[src/rtl/full_adder.sv]
// Single-bit full adder with a combinational primary path, plus a clocked
// side-path: a registered copy of the result and a saturating carry-event counter.
module full_adder #(
    parameter int CNT_W = 8
) (
    input  logic             clk,
    input  logic             rst,
    input  logic             A,
    input  logic             B,
    input  logic             Ci,
    input  logic             in_valid,
    input  logic             cnt_clr,
    output logic             S,
    output logic             Co,
    output logic             S_r,
    output logic             Co_r,
    output logic             out_valid,
    output logic [CNT_W-1:0] carry_cnt
);

    logic             cnt_sat;
    logic [CNT_W-1:0] cnt_max;

    assign S  = A ^ B ^ Ci;
    assign Co = (A & B) | ((A ^ B) & Ci);

    assign cnt_max = '1;
    assign cnt_sat = (carry_cnt == cnt_max);

    always_ff @(posedge clk) begin
        if (rst) begin
            S_r       <= 1'b0;
            Co_r      <= 1'b0;
            out_valid <= 1'b0;
        end else begin
            out_valid <= in_valid;
            if (in_valid) begin
                S_r  <= S;
                Co_r <= Co;
            end
        end
    end

    // Clear wins over a same-cycle increment; the count sticks at all-ones.
    always_ff @(posedge clk) begin
        if (rst) begin
            carry_cnt <= '0;
        end else if (cnt_clr) begin
            carry_cnt <= '0;
        end else if (in_valid && Co && !cnt_sat) begin
            carry_cnt <= carry_cnt + 1'b1;
        end
    end

endmodule

[config.mk]
export PLATFORM = sky130hd
export DESIGN_NAME = full_adder
export DESIGN_NICKNAME = d
export VERILOG_FILES = /design/src/rtl/full_adder.sv
export SDC_FILE = /design/constraint.sdc
export NUM_CORES = 1
export LEC_CHECK = 0
export BUFFER_PORTS_ARGS = -buffer_cell sky130_fd_sc_hd__buf_4
export CAP_MARGIN = 20
export CORE_UTILIZATION = 30
export CTS_CLUSTER_DIAMETER = 50
export DETAILED_ROUTE_END_ITERATION = 16
export SYNTH_ARGS = -nofsm -noshare
export SYNTH_HDL_FRONTEND = slang
export SYNTH_SLANG_ARGS = --single-unit
[constraint.sdc]
create_clock -name clk -period 1.4 [get_ports clk]
set_input_delay 0.07 -clock clk [delete_from_list [all_inputs] [get_ports clk]]
set_output_delay 0.07 -clock clk [all_outputs]
set_load 0.05 [all_outputs]
==> results.ini, run 1 <==
[grt]
grt_usage_pct=15.6
busiest_layer=met2
grtUsageMet1_pct=20.4
use_met2_pct=24.1
antenna_found_initial=0
grt_max_degree=10
grt_pass1_wl_mm=2.20
met3_usage_pct=2.45
grt_pass1_vias=536
overflow=0

[finish]
fin_cells=112
n_antenna_cell=0
final_common_cell=buf_4
drive_gt1_share_pct=52.3
final_cell_mix=buf_4, nand2_1, dfxtp_1, mux2i_1, dfxtp_2
area_growth_pct=58.2
nNetsFinal=98

[pwr]
powerDensity_nw_per_um2=782
vdd_drop_max_mv=0.544
p_leak_nw=0.345

[synthesis]
synth_warnings=0
synth.avg_cell_area_um2=9.34
synthCells=58
synthFlopType=dfxtp_1
syn_area_um2=542
ys_seq_area_share_pct=40.6
synthArstFlopShare_pct=0
synth_seq_cells=11
synth.net_count=67
yosys.cell_types.count=30
synth_edf_count=0

[place]
dp.cells=108
hpwl_um=998
gp_congestion=0.776
numPortBuffers=19

[critical_path]
worstPathMaxFanout=3
endpoint_kind=flop
cpLargestDelayFamily=simple AND/OR/NAND/NOR gates
cp.arrival_ns=1.60
crit_type=flop to flop
required_ns=1.56
worst-path-buf-inv=0
crit_chain=ha_4 > and2_4 > or4_1 > o211a_1
max_stage_delay_ns=0.46
startpoint_type=flop
slowest_stage=or4_1

[route]
drtAntennaViolNets=0
drtPass1Iterations=2
viasPerCell=4.88
drcViolationCount=0
post_drt_wl_per_cell_um=11.9
totalWireLength_mm=1.33
first_iter_violations=7
via_count=547

[timing]
period_minus_slack_ns=1.44
finalWorstSetupSlack_ns=-0.0379
rsz0062_at_grt=true
period_share_pct=103
setup_viol=1
finalHoldViolations=0
maxSlewViolCount=0
tightest_slew_ns=0.425
skew_ns=0.00496
relSlewSlack_pct=71.5
max_freq_mhz=695
whs_ns=0.0126

[hold_path]
min_path_type=input port to flop

[die]
pin_count=20
row_count=14
die_h_um=44.5
dieArea_um2=1980
fp.coreArea_um2=1590
start_util_pct=34.0
die_w_um=44.5

[clocking]
clock_sink_count=11
clk_pin_slew_ns=0.07
numCtsBuffers=3
htreeDepth=1
cts_root_buffer=clkbuf_4
cts_tree=done
worstSkewPairLatency_ns=0.26
clockBufferDepth=2
postCtsSetupRepairBufs=0

[outcome]
status=finished, violations left
failed_checks=setup timing

[run]
maxCapViolations=0

==> Yosys cell counts, types with 2 or more instances <==
cell type	n	area (um2)
and2_1	2	12.5
a2111oi_0	2	17.5
a31oi_1	3	18.8
nor2_1	2	7.51
or3_1	2	12.5
o21ai_0	2	10.0
inv_1	2	7.51
nand2_1	8	30.0
dfxtp_1	11	220
mux2i_1	4	40.0
==> state kept, by name, indices dropped and copies added, names as in the netlist <==
signal / flops
S_r: 1
out_valid: 1
Co_r: 1
carry_cnt: 8
==> per-stage QoR <==
stage	TNS (ns)	instance area, um2	util [%]	total power, mW	setup slack (ns)
after floorplan	-0.198	577	-	0.411	-0.0922
after global placement	-0.0123	805	50.5	0.458	-0.0123
after detailed placement	-0.0206	805	50.5	0.459	-0.0206
after CTS	-0.0330	837	52.5	0.677	-0.0330
after global routing	-0.0999	857	53.8	0.712	-0.0710
final	-0.0379	857	53.8	0.670	-0.0379
==> where the power goes <==
part	switching, mW	internal, mW
registers	0.00391	0.315
clock network	0.106	0.110
logic	0.0856	0.0498
total	0.195	0.475
==> what timing repair did <==
item                                    CTS  global route
gates resized for setup                   1             4
hold buffers                              0             0
endpoints found under the setup margin    2             5
==> routing by layer <==
| metal | wire length (um) | part of all wire [%] |
|---|---|---|
| met3 | 55 | 4.1 |
| met1 | 634 | 48 |
| met4 | 10 | 0.75 |
| met2 | 631 | 47 |
| met5 | 0 | 0 |
==> layout make-up <==
class | instances | area (um2)
clock buffer | 4 | 26.3
fill | 158 | 737
inverter | 2 | 7.51
multi-input combinational | 44 | 354
sequential | 11 | 236
tap | 24 | 30.0
timing repair buffer | 27 | 203
==> kinds of logic after synthesis <==
logic type / after synthesis / share of synthesized area [%]
simple gates: 26 / 27.9
compound gates: 12 / 15.7
flops: 11 / 40.6
mux: 4 / 7.39
buf+inv: 3 / 2.31
fa+ha+maj: 2 / 6.00
==> path summary, 6_finish.rpt <==
check                                   from           end  slack (ns)  cells after the start
worst max-delay path            carry_cnt[1]  carry_cnt[7]       -0.04                      4
worst min-delay path                     rst     out_valid        0.01                      2
worst max register to register  carry_cnt[1]  carry_cnt[7]       -0.04                      4
worst min register to register          Co_r          Co_r        0.48                      2
Note: power is estimated with default switching activity, not from simulation.
==> run 2: changes to the inputs <==
CORE_UTILIZATION = 35   (was 30)
==> run 2 against run 1 <==
  * The flow still finishes with violations (setup timing)
  * Flip-flop and latch count did not move
  * First-iteration DRC count rose by 57%
  * Critical path depth did not move
  * Fmax rose by 0.51%
  * Final area fell by 2.6%
  * Worst hold slack improved by 0.044 ns
  * Register-to-register slack barely moved
  * Cell count fell by 7.1%
  * Setup slack improved by 0.0073 ns
  * Utilization rose by 7.3 points
  * Wire length rose by 2.3%
  * Sequential power barely moved
  * Critical path type unchanged
  * Largest power group unchanged
==> results.ini, run 2 (same netlist as run 1, synthesis figures left out) <==
[clocking]
cts_tree=done
worstSkewPairLatency_ns=0.27  ; about the same
postCtsSetupRepairBufs=0  ; unchanged
cts_root_buffer=clkbuf_4
clk_pin_slew_ns=0.07  ; about the same
clock_sink_count=11  ; unchanged
numCtsBuffers=3  ; unchanged
htreeDepth=1  ; unchanged
clockBufferDepth=2  ; unchanged

[finish]
final_common_cell=buf_4
multiInputGateArea_um2=333  ; -6.0%
n_antenna_cell=0  ; unchanged
fillCellCount=131  ; -17%
seq_area_um2=236  ; unchanged
fin_cells=104  ; -7.1%
final_cell_mix=buf_4, nand2_1, dfxtp_1, mux2i_1, dfxtp_2
fin_util_pct=61.1  ; +7.3 points
area_growth_pct=54.0
largest_register_ffs=8  ; unchanged
regMostFlops=carry_cnt
nNetsFinal=99  ; +1.0%
drive_gt1_share_pct=49.4  ; -2.8 points
final_area_um2=835  ; -2.6%

[critical_path]
rrSetupSlack_ns=-0.03  ; about the same
required_ns=1.56  ; about the same
worst-path-buf-inv=0  ; unchanged
slowest_stage=or4_1
max_stage_delay_ns=0.46  ; about the same
timing.rr.end=carry_cnt[7]
endpoint_kind=flop
cp.arrival_ns=1.59  ; about the same
r2r_start=carry_cnt[1]
startpoint_type=flop
worstPathMaxFanout=4  ; +1
r2r_cells=4  ; unchanged
crit_chain=ha_4 > and2_4 > or4_1 > o211a_1
crit_type=flop to flop
cpLargestDelayFamily=simple AND/OR/NAND/NOR gates

[place]
hpwl_mm=1.05  ; +4.7%
numPortBuffers=19  ; unchanged
place_area_um2=793  ; -1.4%
gp_congestion=0.759  ; -2.2%
dp.cells=99  ; -8.3%

[grt]
grt_usage_pct=18.5  ; +2.9 points
grt_max_degree=10  ; unchanged
antenna_found_initial=0  ; unchanged
overflow=0  ; unchanged
grt_pass1_wl_mm=1.99  ; -9.7%
grt_pass1_vias=458  ; -15%

[die]
row_count=13  ; -1
dieArea_um2=1710  ; -14%
start_util_pct=39.7  ; +5.7 points
fp.coreArea_um2=1370  ; -14%
die_h_um=41.3  ; -7.1%
pin_count=20  ; unchanged
die_w_um=41.3  ; -7.1%

[hold_path]
min_path_type=input port to flop
hold_depth=2  ; unchanged
holdCritStartpoint=in_valid
min_to=out_valid

[outcome]
failed_checks=setup timing
status=finished, violations left

[timing]
whs_ns=0.0564  ; +0.0438 ns
rsz0062_at_grt=true
setup_viol=1  ; unchanged
max_freq_mhz=699  ; +0.51%
period_share_pct=102  ; -0.52 points
relSlewSlack_pct=71.0  ; -0.51 points
period_minus_slack_ns=1.43  ; -0.00734 ns
tightest_slew_ns=0.434  ; +0.00819 ns
skew_ns=0.00318  ; -0.00179 ns
finalWorstSetupSlack_ns=-0.0305  ; +0.00734 ns
finalHoldViolations=0  ; unchanged
maxSlewViolCount=0  ; unchanged

[pwr]
seq_power_share_pct=47.2  ; -0.4 points
p_sw_uw=199  ; +1.7%
cell_internal_pwr_uw=477  ; +0.43%
vdd_drop_max_mv=0.469  ; -14%
fin_total_pwr_uw=676  ; +0.79%
p_leak_nw=0.348  ; +0.76%
combinationalPowerShare_pct=20.2  ; about the same
switching_share_pct=29.4  ; +0.25 points
pwr-share-clk_pct=32.6  ; +0.4 points
powerDensity_nw_per_um2=810  ; +3.5%

[route]
post_drt_wl_per_cell_um=13.1  ; +10%
totalWireLength_mm=1.36  ; +2.3%
drtAntennaViolNets=0  ; unchanged
drcViolationCount=0  ; unchanged
drtPass1Iterations=5  ; +3
via_count=562  ; +2.7%
first_iter_violations=11  ; +4
viasPerCell=5.40  ; +11%

[run]
maxCapViolations=0  ; unchanged

run 2: cell types whose count changed in the layout (fill, tap and decap cells not counted), sizes merged:
cell | previous run | this run
dlygate4sd3 | 0 | 1
run 2: final cells by class:
type	instances	share of cell area (%)
Multi-Input combinational cell	44	39.9
Clock buffer	4	3.15
Sequential cell	11	28.3
Tap cell	15	2.25
Inverter	2	0.900
Timing Repair Buffer	28	25.5
run 2: worst max path at each step:
| stage | startpoint | end | cells after the start |
|---|---|---|---|
| 3_5_place_dp | carry_cnt[1] | carry_cnt[7] | 4 |
| 4_1_cts | carry_cnt[1] | carry_cnt[7] | 4 |
| 6_report | carry_cnt[1] | carry_cnt[7] | 4 |
| 2_1_floorplan | carry_cnt[1] | carry_cnt[7] | 4 |
| 5_1_grt | carry_cnt[1] | carry_cnt[7] | 4 |
| 3_3_place_gp | carry_cnt[1] | carry_cnt[7] | 4 |
run 2: metal layers:
| metal | vias to the layer above | routed length (um) | GRT usage, % |
|---|---|---|---|
| met2 | 14 | 636 | 26.2 |
| met5 | - | 0 | 0 |
| met1 | 270 | 671 | 25.4 |
| met3 | 0 | 54 | 4.79 |
| met4 | 0 | 0 | 9.68 |
| li1 | 278 | - | - |
run 2: power groups by stage:
stage          Combinational [mW]  Clock [mW]  Sequential [mW]
6_report                    0.136       0.220            0.319
3_3_place_gp                0.134           0            0.326
5_1_grt                     0.146       0.241            0.319
2_1_floorplan              0.0580           0            0.353
3_5_place_dp                0.135           0            0.326
4_1_cts                     0.137       0.227            0.319
run 2: repair_timing:
item / 4_1_cts / 5_1_grt
cloned: 0 / 0
hold buffers: 1 / 0
gates resized for setup: 0 / 1
setup endpoints to repair: 1 / 3
endpoints found under the hold margin: 3 / 0
run 2: through the flow:
step	setup slack, ns	setup TNS, ns
after floorplan	-0.0922	-0.198
after global placement	-0.00970	-0.00970
after detailed placement	-0.0239	-0.0239
after CTS	-0.0369	-0.0369
after global routing	-0.0608	-0.115
final	-0.0305	-0.0305
run 2: worst register-to-register path: stages (launching register included):
cell	delay [ns]
dfxtp_4	0.35
ha_4	0.15
and2_4	0.16
or4_1	0.46
o211a_1	0.21
